--- src/rtl/seven_segment_scan_controller_if.sv ---
// Frame handshake between the segment-conversion logic (master) and the
// seven-segment scan controller (slave).
interface seven_segment_scan_controller_if #(
  parameter int unsigned Digit_Count   = 4,
  parameter int unsigned Segment_Width = 8
);
  logic [Digit_Count*Segment_Width-1:0] frame_data;
  logic                                 frame_valid;
  logic                                 frame_ready;

  modport master (
    output frame_data,
    output frame_valid,
    input  frame_ready
  );

  modport slave (
    input  frame_data,
    input  frame_valid,
    output frame_ready
  );
endinterface

--- src/rtl/seven_segment_scan_controller.sv ---
// Double-buffered scan sequencer for a common-anode multi-digit seven-segment display.
// Optional PWM dimming is enabled with SEVEN_SEGMENT_SCAN_BRIGHTNESS_EN.
module seven_segment_scan_controller #(
  parameter int unsigned Digit_Count   = 4,
  parameter int unsigned Segment_Width = 8,
  parameter int unsigned Dwell_Width   = 16,
  parameter int unsigned Blank_Ticks   = 4
) (
  input  logic                     clk,
  input  logic                     async_rst,
  input  logic                     clk_en,
  input  logic [Dwell_Width-1:0]   dwell_ticks,
  input  logic [Digit_Count-1:0]   digit_enable,
`ifdef SEVEN_SEGMENT_SCAN_BRIGHTNESS_EN
  input  logic [3:0]               brightness,
`endif
  seven_segment_scan_controller_if.slave frame_if,
  output logic [Segment_Width-1:0] segments,
  output logic [Digit_Count-1:0]   digit_select,
  output logic                     frame_start
);

  localparam int unsigned IdxW = (Digit_Count > 1) ? $clog2(Digit_Count) : 1;
  localparam int unsigned FrameW = Digit_Count * Segment_Width;
  localparam logic [Dwell_Width-1:0] BlankLast = Dwell_Width'(Blank_Ticks - 1);

  typedef enum logic [1:0] {StIdle, StDrive, StBlank} state_e;

  state_e                   state_q;
  logic [IdxW-1:0]          idx_q;
  logic [Dwell_Width-1:0]   cnt_q;
  logic [Dwell_Width-1:0]   dwell_q;
  logic                     start_q;
  logic [FrameW-1:0]        pending_q;
  logic                     pending_valid_q;
  logic [FrameW-1:0]        shadow_q;

  logic                     accept;
  logic [IdxW-1:0]          first_idx;
  logic [IdxW-1:0]          next_idx;
  logic                     next_found;
  int                       cand;
  logic [Segment_Width-1:0] cur_pat;
  logic                     lit;
  logic [Segment_Width-1:0] seg_d;
  logic [Digit_Count-1:0]   sel_d;

  assign frame_if.frame_ready = ~pending_valid_q;
  assign accept = frame_if.frame_valid & ~pending_valid_q;

  // Lowest enabled digit, and the next enabled digit after idx_q (wrapping).
  always_comb begin
    first_idx  = '0;
    next_idx   = idx_q;
    next_found = 1'b0;
    cand       = 0;
    for (int k = int'(Digit_Count) - 1; k >= 0; k--) begin
      if (digit_enable[k]) first_idx = IdxW'(k);
    end
    for (int k = 1; k <= int'(Digit_Count); k++) begin
      cand = (int'(idx_q) + k) % int'(Digit_Count);
      if (!next_found && digit_enable[IdxW'(cand)]) begin
        next_found = 1'b1;
        next_idx   = IdxW'(cand);
      end
    end
  end

  always_comb begin
    cur_pat = '0;
    for (int k = 0; k < int'(Digit_Count); k++) begin
      if (idx_q == IdxW'(k)) cur_pat = shadow_q[k*Segment_Width +: Segment_Width];
    end
  end

`ifdef SEVEN_SEGMENT_SCAN_BRIGHTNESS_EN
  logic [3:0] pwm_q;

  // PWM phase restarts on every digit so each digit gets the same duty.
  always_ff @(posedge clk or posedge async_rst) begin
    if (async_rst) begin
      pwm_q <= 4'd0;
    end else if (state_q != StDrive) begin
      pwm_q <= 4'd0;
    end else if (clk_en) begin
      pwm_q <= pwm_q + 4'd1;
    end
  end

  assign lit = (brightness == 4'hF) || (pwm_q < brightness);
`else
  assign lit = 1'b1;
`endif

  always_comb begin
    seg_d = '1;
    sel_d = '1;
    if (state_q == StDrive) begin
      sel_d[idx_q] = 1'b0;
      if (lit) seg_d = ~cur_pat;
    end
  end

  always_ff @(posedge clk or posedge async_rst) begin
    if (async_rst) begin
      state_q         <= StIdle;
      idx_q           <= '0;
      cnt_q           <= '0;
      dwell_q         <= '0;
      start_q         <= 1'b0;
      pending_q       <= '0;
      pending_valid_q <= 1'b0;
      shadow_q        <= '0;
      segments        <= '1;
      digit_select    <= '1;
      frame_start     <= 1'b0;
    end else begin
      segments     <= seg_d;
      digit_select <= sel_d;
      frame_start  <= start_q;
      start_q      <= 1'b0;

      // accept and promote are mutually exclusive: both depend on pending_valid_q.
      if (accept) begin
        pending_q       <= frame_if.frame_data;
        pending_valid_q <= 1'b1;
      end

      unique case (state_q)
        StIdle: begin
          if (pending_valid_q) begin
            shadow_q        <= pending_q;
            pending_valid_q <= 1'b0;
          end
          if (clk_en && (|digit_enable) && (dwell_ticks != '0)) begin
            state_q <= StDrive;
            idx_q   <= first_idx;
            cnt_q   <= '0;
            dwell_q <= dwell_ticks;
            start_q <= 1'b1;
          end
        end

        StDrive: begin
          if (!digit_enable[idx_q]) begin
            state_q <= StBlank;
            cnt_q   <= '0;
          end else if (clk_en) begin
            if (cnt_q == dwell_q - 1'b1) begin
              state_q <= StBlank;
              cnt_q   <= '0;
            end else begin
              cnt_q <= cnt_q + 1'b1;
            end
          end
        end

        StBlank: begin
          if (clk_en) begin
            if (cnt_q == BlankLast) begin
              cnt_q <= '0;
              if (!next_found || (dwell_ticks == '0)) begin
                state_q <= StIdle;
              end else begin
                state_q <= StDrive;
                idx_q   <= next_idx;
                dwell_q <= dwell_ticks;
                // Index wrap marks the frame boundary: the only safe point to swap buffers.
                if (next_idx <= idx_q) begin
                  start_q <= 1'b1;
                  if (pending_valid_q) begin
                    shadow_q        <= pending_q;
                    pending_valid_q <= 1'b0;
                  end
                end
              end
            end else begin
              cnt_q <= cnt_q + 1'b1;
            end
          end
        end

        default: state_q <= StIdle;
      endcase
    end
  end

endmodule

--- src/flat_wrapper.sv ---
// flat-port wrapper written by rule: the top's interface ports become plain ports
module seven_segment_scan_controller_flat 
#(
  parameter int unsigned Digit_Count   = 4,
  parameter int unsigned Segment_Width = 8,
  parameter int unsigned Dwell_Width   = 16,
  parameter int unsigned Blank_Ticks   = 4
)
  (clk, async_rst, clk_en, dwell_ticks, digit_enable, segments, digit_select, frame_start, frame_if_frame_data, frame_if_frame_valid, frame_if_frame_ready);
  seven_segment_scan_controller_if #(.Digit_Count(Digit_Count), .Segment_Width(Segment_Width)) frame_if_i ();
  input  logic clk;
  input  logic async_rst;
  input  logic clk_en;
  input  logic [Dwell_Width-1:0] dwell_ticks;
  input  logic [Digit_Count-1:0] digit_enable;
  output logic [Segment_Width-1:0] segments;
  output logic [Digit_Count-1:0] digit_select;
  output logic frame_start;
  input wire logic [$bits(frame_if_i.frame_data)-1:0] frame_if_frame_data;
  input wire logic [$bits(frame_if_i.frame_valid)-1:0] frame_if_frame_valid;
  output wire logic [$bits(frame_if_i.frame_ready)-1:0] frame_if_frame_ready;
  assign frame_if_i.frame_data = frame_if_frame_data;
  assign frame_if_i.frame_valid = frame_if_frame_valid;
  assign frame_if_frame_ready = frame_if_i.frame_ready;
  seven_segment_scan_controller #(.Digit_Count(Digit_Count), .Segment_Width(Segment_Width), .Dwell_Width(Dwell_Width), .Blank_Ticks(Blank_Ticks)) u_core (.clk(clk), .async_rst(async_rst), .clk_en(clk_en), .dwell_ticks(dwell_ticks), .digit_enable(digit_enable), .frame_if(frame_if_i), .segments(segments), .digit_select(digit_select), .frame_start(frame_start));
endmodule
--- config.mk ---
export PLATFORM = sky130hd
export DESIGN_NAME = seven_segment_scan_controller_flat
export DESIGN_NICKNAME = d
export VERILOG_FILES = /design/src/rtl/seven_segment_scan_controller_if.sv /design/src/rtl/seven_segment_scan_controller.sv /design/src/flat_wrapper.sv
export SDC_FILE = /design/constraint.sdc
export NUM_CORES = 1
export LEC_CHECK = 0
export ABC_AREA = 1
export CELL_PAD_IN_SITES_DETAIL_PLACEMENT = 1
export CELL_PAD_IN_SITES_GLOBAL_PLACEMENT = 1
export CORE_MARGIN = 2
export CORE_UTILIZATION = 30
export DETAILED_ROUTE_END_ITERATION = 8
export PLACE_DENSITY_LB_ADDON = 0.1
export SLEW_MARGIN = 30
export SYNTH_ARGS = -nofsm -noshare
export SYNTH_HDL_FRONTEND = slang
export SYNTH_SLANG_ARGS = --single-unit
--- constraint.sdc ---
create_clock -name clk -period 9.3 [get_ports clk]
set_clock_uncertainty 0.05 [all_clocks]
set_input_delay 1.86 -clock clk [delete_from_list [all_inputs] [get_ports clk]]
set_output_delay 1.86 -clock clk [all_outputs]
set_load 0.02 [all_outputs]
==> flow_summary_export.csv, run 1 <==
group,metric,value,unit
run_status,outcome,"complete, no violations",
worst_setup_path,reg2reg_to,"u_core.shadow_q[30]",
global_routing,track_usage,0.164,
routing,drc,0,
die,fp.dieH,147,um
routing,dr.pass1.iters,4,
routing,avgViaCountPerCell,4.69,
clock_network,clockBufferDepth,2,
clock_network,cts_root_buf,"clkbuf_16",
logic_synthesis,synth-edff-count,0,
global_routing,grt_antenna_before_repair,0,
clock_network,clock_sinks,115,
worst_setup_path,cp-end-kind,"register",
timing,period_needed,4.79,ns
clock_network,clkLatencyLatePin,0.43,ns
global_routing,grt_start_max_net_pins,74,
pwr,leakage,3.46,nW
finish,final_common_cell,"nand2_1",
pwr,ir_drop,155,uV
logic_synthesis,syn_nets,811,
clock_network,cts_tree,"yes",
logic_synthesis,yosys.area.top_type,"dfrtp_1",
finish,drive_gt1_frac,0.147,
logic_synthesis,avgSynthCellArea,8.28,sq um
placement,post-place-ws,4.07,ns
global_routing,grt_pass1_wl,27.8,mm
routing,wirelength,16.7,mm
clock_network,post_cts_resized,0,
logic_synthesis,yosysWarnings,0,
logic_synthesis,ys_seq_elements,115,
routing,drt_iter0_drc,142,
worst_setup_path,cp_data_arrival_time,5.02,ns
global_routing,overflow,0,
logic_synthesis,synth_flop_cell,"dfrtp_1",
finish,layout_common_cells,"154 x nand2_1, 103 x dfrtp_1, 97 x nor2_1, 84 x inv_1, 69 x clkdlybuf4s50_1",
timing,setup_viol,0,
timing,fmax,0.209,GHz
clock_network,path_clk_slew,0.06,ns
timing,worst_slew_pin_slew,0.863,ns
min_path,whs_endpoint,"u_core.frame_start",
timing,finalWorstSetupSlack,4.51,ns
timing,hold_viol,0,
placement,gp_congestion,0.774,
timing,timing.hold.ws,0.301,ns
finish,nNetsFinal,876,
worst_setup_path,cp_max_fo,64,
routing,highest_layer,"met4",
timing,slew-limit-headroom,0.425,
die,initial_utilization,0.305,
worst_setup_path,cp.required,9.53,ns
pwr,p_per_area,357,nW/um^2
timing,period_share,0.515,
routing,via_count,5120,
clock_network,cts_hold_buf,0,
clock_network,cts_setup_buffers,0,
die,pin_count,70,
timing,rsz0062_at_grt,"no",
finish,utilization,0.377,
routing,ant_nets,0,
timing,setup_tns,0,ns
logic_synthesis,synth.yosys.seq_area_share,0.470,
logic_synthesis,synth_area,6150,sq um
logic_synthesis,async_reset_ff_frac,1.00,
logic_synthesis,syn-instance-count,743,
job,drv_cap,0,
global_routing,grt_pass1_vias,5492,
logic_synthesis,synthDistinctLibCells,41,
min_path,hold_start,"u_core.start_q",
min_path,hold_class,"reg -> reg",
die,rows,52,
placement,portBuffers,69,
routing,wl_met2,8.99,mm
worst_setup_path,critPathLaunchType,"primary input",
pwr,total_power,0.00271,W
logic_synthesis,yosys-top-cells-area,"dfrtp_1 42%, nand2_1 9.5%, nor2_1 5.9%",
worst_setup_path,reg2reg_from,"u_core.idx_q[0]",
routing,route.met3.wl,424,um
routing,wl_per_cell,15.3,um
timing,maxSlewViolCount,0,
finish,fill_cells,2417,
worst_setup_path,worst-setup-path-type,"in -> reg",
finish,diodes,0,
die,die_x,147,um
die,die_area,21700,sq um
routing,wirelength_met1,6.99,mm
worst_setup_path,reg2reg_slack,5.55,ns
logic_synthesis,synth_top_area_frac,0.419,
placement,hpwl,12.3,mm
worst_setup_path,rr_worst_depth,18,
clock_network,h-tree-depth,4,
die,core-area,20200,sq um
finish,area_growth,23.6,%
min_path,hold_depth,0,
clock_network,numCtsBuffers,17,
## critical path, stage by stage
cell and delay, ns:
clkdlybuf4s50_1 0.53, inv_1 0.08, o21ai_0 0.22, nand2_1 0.10, nand2_1 0.11, nor2_1 0.08
nor2_1 0.13, a21oi_1 0.06, a21oi_1 0.19, ha_1 0.27, inv_1 0.06, nor2_1 0.03
o21ai_0 0.15, nand3_1 0.14, a211o_2 0.32, buf_4 0.36, nand2_1 0.19, o21ai_2 0.07
## cells in the mapped netlist (3+ instances only)
cell type  number
nor3_2          3
o21ai_1        11
xnor2_1         7
nand4_1         7
o211ai_1        7
inv_1          85
dfrtp_1       103
nand2_1       155
nor2_2          3
inv_2           8
nand3_1        21
buf_6          11
nand2_2        12
nor3_1          6
xor2_1         15
o21ai_0        39
nand3b_1        3
nor2_4          3
o21ai_2        38
a21oi_1        53
clkbuf_1       11
dfstp_2        12
ha_1           12
nor2_1         97
## cells by family after synthesis
group,after synthesis,share of synthesized area
buffers and inverters,119,0.0875
adders and majority gates,12,0.0244
DFF,115,0.470
xor gates and xnor gates,24,0.0386
and+or+nand+nor,319,0.225
AOI/OAI and AO/OA,154,0.154
## report_power, final
group / switching [W] / internal [W] / total [W]
registers: 0.000135 / 0.000727 / 0.000862
clock network: 0.000246 / 0.000401 / 0.000647
logic: 0.000784 / 0.000422 / 0.00121
total: 0.00117 / 0.00155 / 0.00271
## flip-flops by register name, summed over array words and instances (netlist names)
| name | count |
|---|---|
| u_core.cnt_q | 16 |
| u_core.segments | 8 |
| u_core.frame_start | 1 |
| u_core.pending_valid_q | 1 |
| u_core.state_q | 2 |
| u_core.dwell_q | 16 |
| u_core.start_q | 1 |
| u_core.digit_select | 4 |
| u_core.idx_q | 2 |
| u_core.pending_q | 32 |
| u_core.shadow_q | 32 |
## layout make-up
cell class              count  area [sq um]  share of cell area
repair buffers             72           717              0.0943
well taps                 270           338              0.0444
inverters                  93           352              0.0462
clock buffers              20           447              0.0588
flip-flops and latches    115          2890               0.381
clock inverters            12           133              0.0174
multi-input cells         509          2720               0.358
## how the worst max path moves through the flow
stage | slack, ns | start | end | cells after the start
final | 4.51 | digit_enable[1] | u_core.shadow_q[30] | 18
after CTS | 4.50 | digit_enable[1] | u_core.shadow_q[12] | 18
after detailed placement | 4.07 | digit_enable[1] | u_core.shadow_q[30] | 18
after floorplan | 4.37 | async_rst | u_core.cnt_q[0] | 1
after global routing | 4.23 | digit_enable[1] | u_core.shadow_q[13] | 18
after global placement | 4.28 | digit_enable[1] | u_core.shadow_q[16] | 18
## routing by layer
| layer | vias up | GRT usage |
|---|---|---|
| met3 | 22 | 0.0357 |
| met1 | 2542 | 0.184 |
| li1 | 2502 | - |
| met4 | 0 | 0.0615 |
| met2 | 54 | 0.303 |
| met5 | - | 0 |
## through the flow
stage	area (sq um)	instances
finish	7600	1091
global route	7600	1091
CTS	7600	1091
detailed placement	7020	1059
global placement	7020	1059
floorplan	6150	743
Power figures use the tool's default switching activity.
==> run 2, diff against run 1 <==
clock period = 4.3 ns   (was 9.3 ns; I/O delays follow)
==> run 2 against run 1 <==
  * Final area is 0.82% higher
  * Sequential share of layout area is 0.31 points lower
  * Global-route usage is 0.18 points lower
==> flow_summary_export.csv, run 2 (synthesis results as in run 1) <==
group,metric,value,unit
run_status,outcome,"complete, no violations",
global_routing,grt_antenna_before_repair,0,
pwr,power_frac_comb,0.439,
worst_setup_path,worst-setup-path-type,"in -> reg",
worst_setup_path,reg2reg_slack,0.76,ns
die,die_x,147,um
finish,layout_common_cells,"154 x nand2_1, 103 x dfrtp_1, 97 x nor2_1, 84 x inv_1, 69 x clkdlybuf4s50_1",
finish,fill_cells,2430,
worst_setup_path,slowest_stage,"clkdlybuf4s50_1",
finish,diodes,0,
global_routing,grt_start_max_net_pins,65,
global_routing,grt_pass1_wl,28.0,mm
worst_setup_path,cp-end-kind,"register",
pwr,clkPwrFrac,0.246,
pwr,power.internal,0.00342,W
clock_network,path_clk_slew,0.06,ns
routing,wirelength,16.5,mm
clock_network,clkLatencyLatePin,0.42,ns
finish,top_regs,"u_core.pending_q (32), u_core.shadow_q (32)",
finish,final_common_cell,"nand2_1",
min_path,hold_class,"reg -> reg",
die,rows,52,
clock_network,cts_tree,"yes",
placement,gp_congestion,0.805,
clock_network,h-tree-depth,4,
timing,rsz0062_at_grt,"no",
placement,hpwl,12.3,mm
timing,hold_viol,0,
routing,dr.pass1.iters,5,
worst_setup_path,path_cells,"clkdlybuf4s50_1 -> inv_1 -> o21ai_0 -> nand2_1 -> nand2_1 -> o21ai_0 -> nor2_1 -> a21oi_1 -> a21oi_1 -> ha_1 -> inv_1 -> nor2_1 -> o21ai_0 -> nand3_1 -> a211o_2 -> buf_12 -> nand2_1 -> o21ai_2",
timing,setup_tns,0,ns
die,initial_utilization,0.305,
clock_network,post_cts_resized,0,
worst_setup_path,critPathLaunchType,"primary input",
clock_network,numCtsBuffers,17,
pwr,p_per_area,777,nW/um^2
routing,drc,0,
die,core-area,20200,sq um
timing,period_share,0.833,
worst_setup_path,cp_max_fo,64,
timing,slew-limit-headroom,0.576,
pwr,leakage,3.50,nW
clock_network,cts_setup_buffers,0,
die,pin_count,70,
clock_network,cts_root_buf,"clkbuf_16",
routing,avgViaCountPerCell,4.64,
finish,nNetsFinal,878,
finish,drive_gt1_frac,0.151,
global_routing,grt_pass1_vias,5412,
timing,setup_viol,0,
pwr,power.switching,0.00253,W
pwr,power_switching_share,0.425,
worst_setup_path,cp.required,4.54,ns
pwr,seqPwrFrac,0.314,
routing,via_count,5074,
worst_setup_path,critPathMaxStageDelay,0.53,ns
job,drv_cap,0,
routing,wl_per_cell,15.1,um
placement,portBuffers,69,
finish,area_growth,24.6,%
global_routing,track_usage,0.162,
clock_network,cts_hold_buf,0,
timing,fmax,0.279,GHz
routing,drt_iter0_drc,196,
worst_setup_path,cpLargestDelayFamily,"compound AO/OA/AOI/OAI gates",
worst_setup_path,cp_data_arrival_time,3.82,ns
timing,period_needed,3.58,ns
timing,worst_slew_pin_slew,0.633,ns
clock_network,clockBufferDepth,2,
placement,dp_cells,1061,
die,die_area,21700,sq um
finish,final_cells,1093,
pwr,ir_drop,362,uV
timing,maxSlewViolCount,0,
die,fp.dieH,147,um
finish,utilization,0.380,
clock_network,clock_sinks,115,
routing,ant_nets,0,
worst_setup_path,cp_num_buf_inv,4,
global_routing,overflow,0,
-- run 2: cell type report --
class                      instances  area (sq um)  share of cell area
sequential                       115          2890               0.377
multi-input combinational        509          2720               0.355
timing repair buffer              74           753              0.0983
clock buffer                      18           429              0.0560
inverter                          93           352              0.0459
tap                              270           338              0.0441
clock inverter                    14           176              0.0230
-- run 2: layer usage --
layer | GRT usage | wire (um) | up-vias
met5 | 0 | 0 | -
met4 | 0.0438 | 267 | 0
met3 | 0.0357 | 409 | 20
met2 | 0.297 | 8840 | 67
met1 | 0.191 | 7030 | 2484
li1 | - | - | 2503
-- run 2: power groups by stage --
| stage | clock network [W] | registers (W) | logic (W) |
|---|---|---|---|
| after global placement | 0 | 0.00188 | 0.00257 |
| after detailed placement | 0 | 0.00189 | 0.00266 |
| after CTS | 0.00151 | 0.00188 | 0.00268 |
| after global routing | 0.00157 | 0.00193 | 0.00298 |
| final | 0.00147 | 0.00187 | 0.00262 |
| after floorplan | 0 | 0.00184 | 0.00203 |
-- run 2: metrics by stage --
step / setup slack [ns] / area, sq um / power [W] / hold slack, ns
floorplan: 0.366 / 6150 / 0.00387 / 0.281
global placement: 0.487 / 7060 / 0.00444 / 0.286
detailed placement: 0.310 / 7060 / 0.00455 / 0.286
CTS: 0.720 / 7660 / 0.00607 / 0.300
global route: 0.432 / 7660 / 0.00648 / 0.303
finish: 0.719 / 7660 / 0.00595 / 0.297
-- run 2: worst paths after layout --
kind | from | end | cells past startpoint
min reg2reg | u_core.start_q | u_core.frame_start | 0
min | u_core.start_q | u_core.frame_start | 0
max reg2reg | u_core.idx_q[0] | u_core.shadow_q[28] | 18
min in group asynchronous | async_rst | u_core.pending_q[4] | 2
max in group asynchronous | async_rst | u_core.cnt_q[1] | 3
max | digit_enable[1] | u_core.shadow_q[28] | 18
-- run 2: worst register-to-register path, stage by stage (launching register included) --
cell,delay (ns)
dfrtp_1,0.61
inv_1,0.15
ha_1,0.37
inv_1,0.12
nand2_1,0.08
nand2_1,0.11
o21ai_0,0.09
nor2_1,0.11
a21oi_1,0.05
a21oi_1,0.19
ha_1,0.27
inv_1,0.06
nor2_1,0.03
o21ai_0,0.16
nand3_1,0.15
a211o_2,0.35
buf_12,0.21
nand2_1,0.17
o21ai_2,0.06
